### src/rtl/ntt_result_drain_if.sv
// ntt_result_drain_if
//   Groups the two streaming sides of the NTT result drain.
//   FIFO read port : rd_req (drain -> FIFO), rd_dat, rd_empty (FIFO -> drain).
//   Coef stream    : coef_valid, coef_data, coef_idx (drain -> sink),
//                    coef_ready (sink -> drain).
//   master = the drain block, slave = the FIFO/sink side (testbench or bridge).
interface ntt_result_drain_if #(
    parameter int IDXW = 8
);
    logic            rd_req;
    logic [31:0]     rd_dat;
    logic            rd_empty;
    logic            coef_valid;
    logic            coef_ready;
    logic [15:0]     coef_data;
    logic [IDXW-1:0] coef_idx;

    modport master (
        output rd_req,
        input  rd_dat,
        input  rd_empty,
        output coef_valid,
        input  coef_ready,
        output coef_data,
        output coef_idx
    );

    modport slave (
        input  rd_req,
        output rd_dat,
        output rd_empty,
        input  coef_valid,
        output coef_ready,
        input  coef_data,
        input  coef_idx
    );
endinterface

### src/rtl/ntt_result_drain.sv
// ntt_result_drain
//   Drains one polynomial (WORDS packed words) from the NTT result FIFO,
//   splits each word into two signed 16-bit coefficients (upper half first),
//   reduces each to [0,Q) and emits them on a valid/ready stream with index.
//   Ports:
//     clk, rst_n : FIFO read clock, asynchronous active-low reset
//     start      : one-cycle pulse, begins a drain when idle
//     bus        : FIFO read port + coefficient stream (master modport)
//     busy       : drain in progress
//     done       : one-cycle pulse after the last coefficient is accepted
//     range_err  : sticky, an input coefficient was outside [-Q,2Q)
module ntt_result_drain #(
    parameter int WORDS = 128,
    parameter int Q     = 3329,
    parameter int IDXW  = 8
) (
    input  logic                    clk,
    input  logic                    rst_n,
    input  logic                    start,
    ntt_result_drain_if.master      bus,
    output logic                    busy,
    output logic                    done,
    output logic                    range_err
);
    localparam int                     WCW      = $clog2(WORDS + 1);
    localparam logic [IDXW-1:0]        LAST_IDX = IDXW'(2 * WORDS - 1);
    localparam logic signed [17:0]     QP       = 18'(Q);
    localparam logic signed [17:0]     QN       = 18'(-Q);
    localparam logic signed [17:0]     Q2       = 18'(2 * Q);

    typedef enum logic [1:0] {S_IDLE, S_RUN, S_DONE} state_t;

    state_t          state, state_nxt;
    logic [WCW-1:0]  words_req;
    logic            rd_pend;        // read issued last cycle, data on rd_dat now
    logic [31:0]     buf_mem [2];
    logic            wr_ptr, rd_ptr;
    logic [1:0]      buf_cnt;
    logic [1:0]      occ;
    logic            half;           // 0: next coef is upper half, 1: lower half
    logic            coef_valid_q;
    logic [15:0]     coef_data_q;
    logic [IDXW-1:0] coef_idx_q;
    logic            hs, last_hs, load, push, pop;
    logic [15:0]     raw;
    logic [16:0]     canon_res;

    // Returns {out_of_range, value}; out-of-range inputs pass through unchanged.
    function automatic logic [16:0] canon(input logic [15:0] c);
        logic signed [17:0] v;
        logic signed [17:0] r;
        v = {{2{c[15]}}, c};
        if (v < QN || v >= Q2) begin
            return {1'b1, c};
        end else if (v < 18'sd0) begin
            r = v + QP;
        end else if (v >= QP) begin
            r = v - QP;
        end else begin
            r = v;
        end
        return {1'b0, r[15:0]};
    endfunction

    assign hs        = coef_valid_q & bus.coef_ready;
    assign last_hs   = hs && (coef_idx_q == LAST_IDX);
    assign occ       = buf_cnt + {1'b0, rd_pend};
    assign push      = rd_pend;
    // Output register refills when empty or being accepted this cycle.
    assign load      = (state == S_RUN) && (buf_cnt != 2'd0) && (!coef_valid_q || bus.coef_ready);
    assign pop       = load && half;
    assign raw       = half ? buf_mem[rd_ptr][15:0] : buf_mem[rd_ptr][31:16];
    assign canon_res = canon(raw);

    // Occupancy counts in-flight reads so a late rd_dat can never overflow the buffer;
    // it depends only on registered state, keeping coef_ready off this path.
    assign bus.rd_req = (state == S_RUN) && !bus.rd_empty &&
                        (words_req < WCW'(WORDS)) && (occ < 2'd2);

    assign bus.coef_valid = coef_valid_q;
    assign bus.coef_data  = coef_data_q;
    assign bus.coef_idx   = coef_idx_q;

    always_ff @(posedge clk or negedge rst_n) begin
        if (!rst_n) state <= S_IDLE;
        else        state <= state_nxt;
    end

    // NOTE: every output of a combinational block gets a default first, so no latch is inferred.
    always_comb begin
        state_nxt = state;
        busy      = 1'b0;
        done      = 1'b0;
        case (state)
            S_IDLE: if (start) state_nxt = S_RUN;
            S_RUN: begin
                busy = 1'b1;
                if (last_hs) state_nxt = S_DONE;
            end
            S_DONE: begin
                done      = 1'b1;
                state_nxt = S_IDLE;
            end
            default: state_nxt = S_IDLE;
        endcase
    end

    // NOTE: the word buffer holds data only; validity lives in buf_cnt, so the storage needs no reset.
    always_ff @(posedge clk) begin
        if (push) buf_mem[wr_ptr] <= bus.rd_dat;
    end

    always_ff @(posedge clk or negedge rst_n) begin
        if (!rst_n) begin
            rd_pend      <= 1'b0;
            words_req    <= '0;
            wr_ptr       <= 1'b0;
            rd_ptr       <= 1'b0;
            buf_cnt      <= 2'd0;
            half         <= 1'b0;
            coef_valid_q <= 1'b0;
            coef_data_q  <= 16'd0;
            coef_idx_q   <= '0;
            range_err    <= 1'b0;
        end else begin
            rd_pend <= bus.rd_req;

            if (state == S_IDLE && start) begin
                words_req <= '0;
                range_err <= 1'b0;
            end else if (bus.rd_req) begin
                words_req <= words_req + 1'b1;
            end

            if (push) wr_ptr <= ~wr_ptr;
            if (pop)  rd_ptr <= ~rd_ptr;
            buf_cnt <= buf_cnt + 2'(push) - 2'(pop);

            if (load) begin
                coef_valid_q <= 1'b1;
                coef_data_q  <= canon_res[15:0];
                half         <= ~half;
                if (canon_res[16]) range_err <= 1'b1;
            end else if (hs) begin
                coef_valid_q <= 1'b0;
            end

            // Index names the coefficient in the register; wraps to 0 after the last one.
            if (hs) coef_idx_q <= last_hs ? '0 : coef_idx_q + 1'b1;
        end
    end
endmodule

### src/flat_wrapper.sv
// flat-port wrapper written by rule: the top's interface ports become plain ports
module ntt_result_drain_flat 
#(
    parameter int WORDS = 128,
    parameter int Q     = 3329,
    parameter int IDXW  = 8
)
  (clk, rst_n, start, busy, done, range_err, bus_rd_req, bus_rd_dat, bus_rd_empty, bus_coef_valid, bus_coef_ready, bus_coef_data, bus_coef_idx);
  ntt_result_drain_if #(.IDXW(IDXW)) bus_i ();
  input  logic clk;
  input  logic rst_n;
  input  logic start;
  output logic busy;
  output logic done;
  output logic range_err;
  output wire logic [$bits(bus_i.rd_req)-1:0] bus_rd_req;
  input wire logic [$bits(bus_i.rd_dat)-1:0] bus_rd_dat;
  input wire logic [$bits(bus_i.rd_empty)-1:0] bus_rd_empty;
  output wire logic [$bits(bus_i.coef_valid)-1:0] bus_coef_valid;
  input wire logic [$bits(bus_i.coef_ready)-1:0] bus_coef_ready;
  output wire logic [$bits(bus_i.coef_data)-1:0] bus_coef_data;
  output wire logic [$bits(bus_i.coef_idx)-1:0] bus_coef_idx;
  assign bus_rd_req = bus_i.rd_req;
  assign bus_i.rd_dat = bus_rd_dat;
  assign bus_i.rd_empty = bus_rd_empty;
  assign bus_coef_valid = bus_i.coef_valid;
  assign bus_i.coef_ready = bus_coef_ready;
  assign bus_coef_data = bus_i.coef_data;
  assign bus_coef_idx = bus_i.coef_idx;
  ntt_result_drain #(.WORDS(WORDS), .Q(Q), .IDXW(IDXW)) u_core (.clk(clk), .rst_n(rst_n), .start(start), .bus(bus_i), .busy(busy), .done(done), .range_err(range_err));
endmodule
### config.mk
export PLATFORM = sky130hd
export DESIGN_NAME = ntt_result_drain_flat
export DESIGN_NICKNAME = d
export VERILOG_FILES = /design/src/rtl/ntt_result_drain_if.sv /design/src/rtl/ntt_result_drain.sv /design/src/flat_wrapper.sv
export SDC_FILE = /design/constraint.sdc
export NUM_CORES = 1
export LEC_CHECK = 0
export ABC_AREA = 1
export BUFFER_PORTS_ARGS = -buffer_cell sky130_fd_sc_hd__buf_2
export CORE_MARGIN = 4
export CORE_UTILIZATION = 65
export CTS_BUF_LIST = sky130_fd_sc_hd__clkbuf_2
export DETAILED_ROUTE_END_ITERATION = 10
export PLACE_DENSITY = 0.88
export SYNTH_ARGS = -nofsm -noshare
export SYNTH_HDL_FRONTEND = slang
export SYNTH_SLANG_ARGS = --single-unit
### constraint.sdc
create_clock -name clk -period 4.1 [get_ports clk]
set_input_delay 1.23 -clock clk [delete_from_list [all_inputs] [get_ports clk]]
set_output_delay 1.23 -clock clk [all_outputs]
set_load 0.01 [all_outputs]
==> results.toml <==
[finish]
syn_to_final_growth_pct = 9.03
multiInputGateArea_um2 = 2200
drive_above_1_share_pct = 17.2
diodes = 0
utilization_pct = 73.0
seqCellArea_um2 = 2970
final_nets = 760
fill_cells = 627
final_cell_mix = "nand2_1 (250), nand3_1 (74), buf_2 (65), edfxtp_1 (64), inv_1 (49)"
mostFrequentLayoutCell = "nand2_1"

[yosys]
syn_area_um2 = 5530
synth_warnings = 0
async_flop_share_pct = 39.6
synth-xor-area-share_pct = 0.950
synth_cells = 651
synth_fa_ha_area_share_pct = 1.81
yosys.area.top_type_share_pct = 34.8
synth-seq-area-share_pct = 53.8
synth_top_family_by_area = "simple AND/OR/NAND/NOR gates"
syn_area_per_cell_um2 = 8.49
synth-compound-area-share_pct = 3.96
ys_types = 38
synth_simple_gate_area_share_pct = 33.1
synth_edf_count = 64
synth.top_cells.by_area = "edfxtp_1 (35%), dfrtp_1 (19%), nand2_1 (17%)"
syn_nets = 696
synth_top_area_cell = "edfxtp_1"
synth-seq-cells = 106
synthMuxAreaShare_pct = 0
yosys_most_used_dff = "edfxtp_1"

[min_path]
min_to = "u_core.words_req[6]"
hold_class = "reg2reg"
hp-start = "u_core.words_req[6]"
hold_path_depth = 1

[sta]
worst_slack_ns = 0.863
hold_viol_final = 0
max-slew-margin-rel_pct = 38.8
worst_slew_pin_slew_ns = 0.918
fmax_mhz = 309
fin_skew_ns = 0.0393
fin_crit_sh_pct = 79.0
min_period_ns = 3.24
slew_viol_final = 0
rsz0062_at_grt = "no"
finalSetupViolCount = 0
setup_tns_ns = 0

[route]
drcViolationCount = 0
drt_wl_total_mm = 12.4
vias = 4645
firstDrtPassIters = 5
ant_nets = 0
drt_iter0_markers = 409
wire_per_inst_um = 15.0
viasPerCell = 5.63

[status]
status = "finished clean"

[critical_path]
crit_type = "reg2out"
critPathMaxFanout = 4
endpoint_kind = "output pin"
worstReg2RegEnd = "u_core.bus.coef_data[9]"
critPathLaunchType = "flop"
reg2reg_setup_slack_ns = 1.02
worst_ep_arrival_time_ns = 2.01
r2r_start = "u_core.rd_ptr"
cp.required_ns = 2.87
r2r_cells = 16

[clocking]
numCtsBuffers = 9
cts_resized = 0
cts_tree = "yes"
cts_sinks = 106
worstSkewPairLatency_ns = 0.61
cts_setup_buffers = 0
clkTransAtPathRegs_ns = 0.32
cts_max_level = 3
postCtsHoldBufs = 0
cts_buffer_depth = 2
root_buffer = "clkbuf_2"

[grt]
grt_overflow = 0
grt_pass1_wl_mm = 21.3
antenna_found_initial = 0
grt_max_degree = 43
first_global_vias = 4539
grt.total_usage_pct = 26.7

[floorplanning]
start_util_pct = 67.0
rows = 33
ios = 66
coreArea_um2 = 8260
chipHeight_um = 100
design.die.area_um2 = 10000
die_x_um = 100

[power_and_ir_drop]
p_leak_uw = 0.00288
pwr_density_cell_nw_per_um2 = 714
ir_worst_vdd_mv = 0.423

[place]
pre_cts_ws_ns = 1.09
portBuffers = 65
gp_congestion = 0.978
dp_hpwl_mm = 9.08

[flow_run]
cap_violations = 0
## power breakdown
group	switching [uW]	total [uW]	internal [uW]	leakage (uW)
Clock	404	517	114	0.0000792
Sequential	129	1420	1290	0.00107
Combinational	1650	2370	718	0.00173
## per-layer routing
layer / global-route usage (%) / vias to the layer above / part of all wire, %
met2: 43.5 / 147 / 49
met5: 0 / - / 0
met3: 5.21 / 26 / 5.5
li1: - / 2253 / -
met1: 36.7 / 2219 / 43
met4: 7.77 / 0 / 1.9
## how the worst max path moves through the flow
stage | from | end | slack, ns | depth (start not counted)
4_1_cts | u_core.push | bus_rd_req | 0.84 | 4
5_1_grt | u_core.rd_ptr | u_core.bus.coef_data[9] | 0.73 | 16
3_3_place_gp | bus_rd_empty | bus_rd_req | 1.09 | 4
3_5_place_dp | bus_rd_empty | bus_rd_req | 1.09 | 4
2_1_floorplan | bus_rd_empty | bus_rd_req | 1.33 | 2
6_report | u_core.push | bus_rd_req | 0.86 | 4
## synth_stat cells, drive strengths merged, types with 3 or more instances
cell type and instances:
xnor2 3, nand4 10, nor2 48, inv 54, ha 8, clkbuf 3, o21ai 18, dfrtp 42
nand3 78, buf 15, xor2 3, nand2 268, a21oi 12, nor3 12, edfxtp 64
## critical path, stage by stage, from the launching register on
cell     delay (ns)
dfrtp_1        0.52
ha_1           0.24
xnor2_1        0.24
and3_1         0.27
buf_2          0.15
## per-stage QoR
| stage | hold slack, ns | area, um2 | instances | total power [uW] |
|---|---|---|---|---|
| 3_3_place_gp | 0.446 | 5890 | 809 | 3700 |
| 5_1_grt | 0.514 | 6030 | 825 | 4700 |
| 2_1_floorplan | 0.434 | 5530 | 651 | 3220 |
| 4_1_cts | 0.495 | 6030 | 825 | 4280 |
| 3_5_place_dp | 0.465 | 5890 | 809 | 3770 |
| 6_report | 0.491 | 6030 | 825 | 4310 |
## kinds of logic after synthesis
group | after synthesis
compound gates | 37
fa+ha+maj | 8
buf+inv | 74
simple gates | 420
xor+xnor | 6
flops | 106
## layout make-up
class                      count  area share (%)
inverter                      56            3.61
tap                          105            2.18
clock buffer                   9           0.747
sequential                   106            49.3
clock inverter                 7            1.47
multi-input combinational    471            36.5
timing repair buffer          71            6.14
## state kept, by name, summed over array words and instances, names as in the netlist
signal and flops:
u_core.buf_cnt 2, u_core.buf_mem 64, u_core.bus.coef_data 16, u_core.bus.coef_idx 8, u_core.bus.coef_valid 1, u_core.half 1
u_core.push 1, u_core.range_err 1, u_core.rd_ptr 1, u_core.state 2, u_core.words_req 8, u_core.wr_ptr 1
Note: power is estimated with default switching activity, not from simulation.
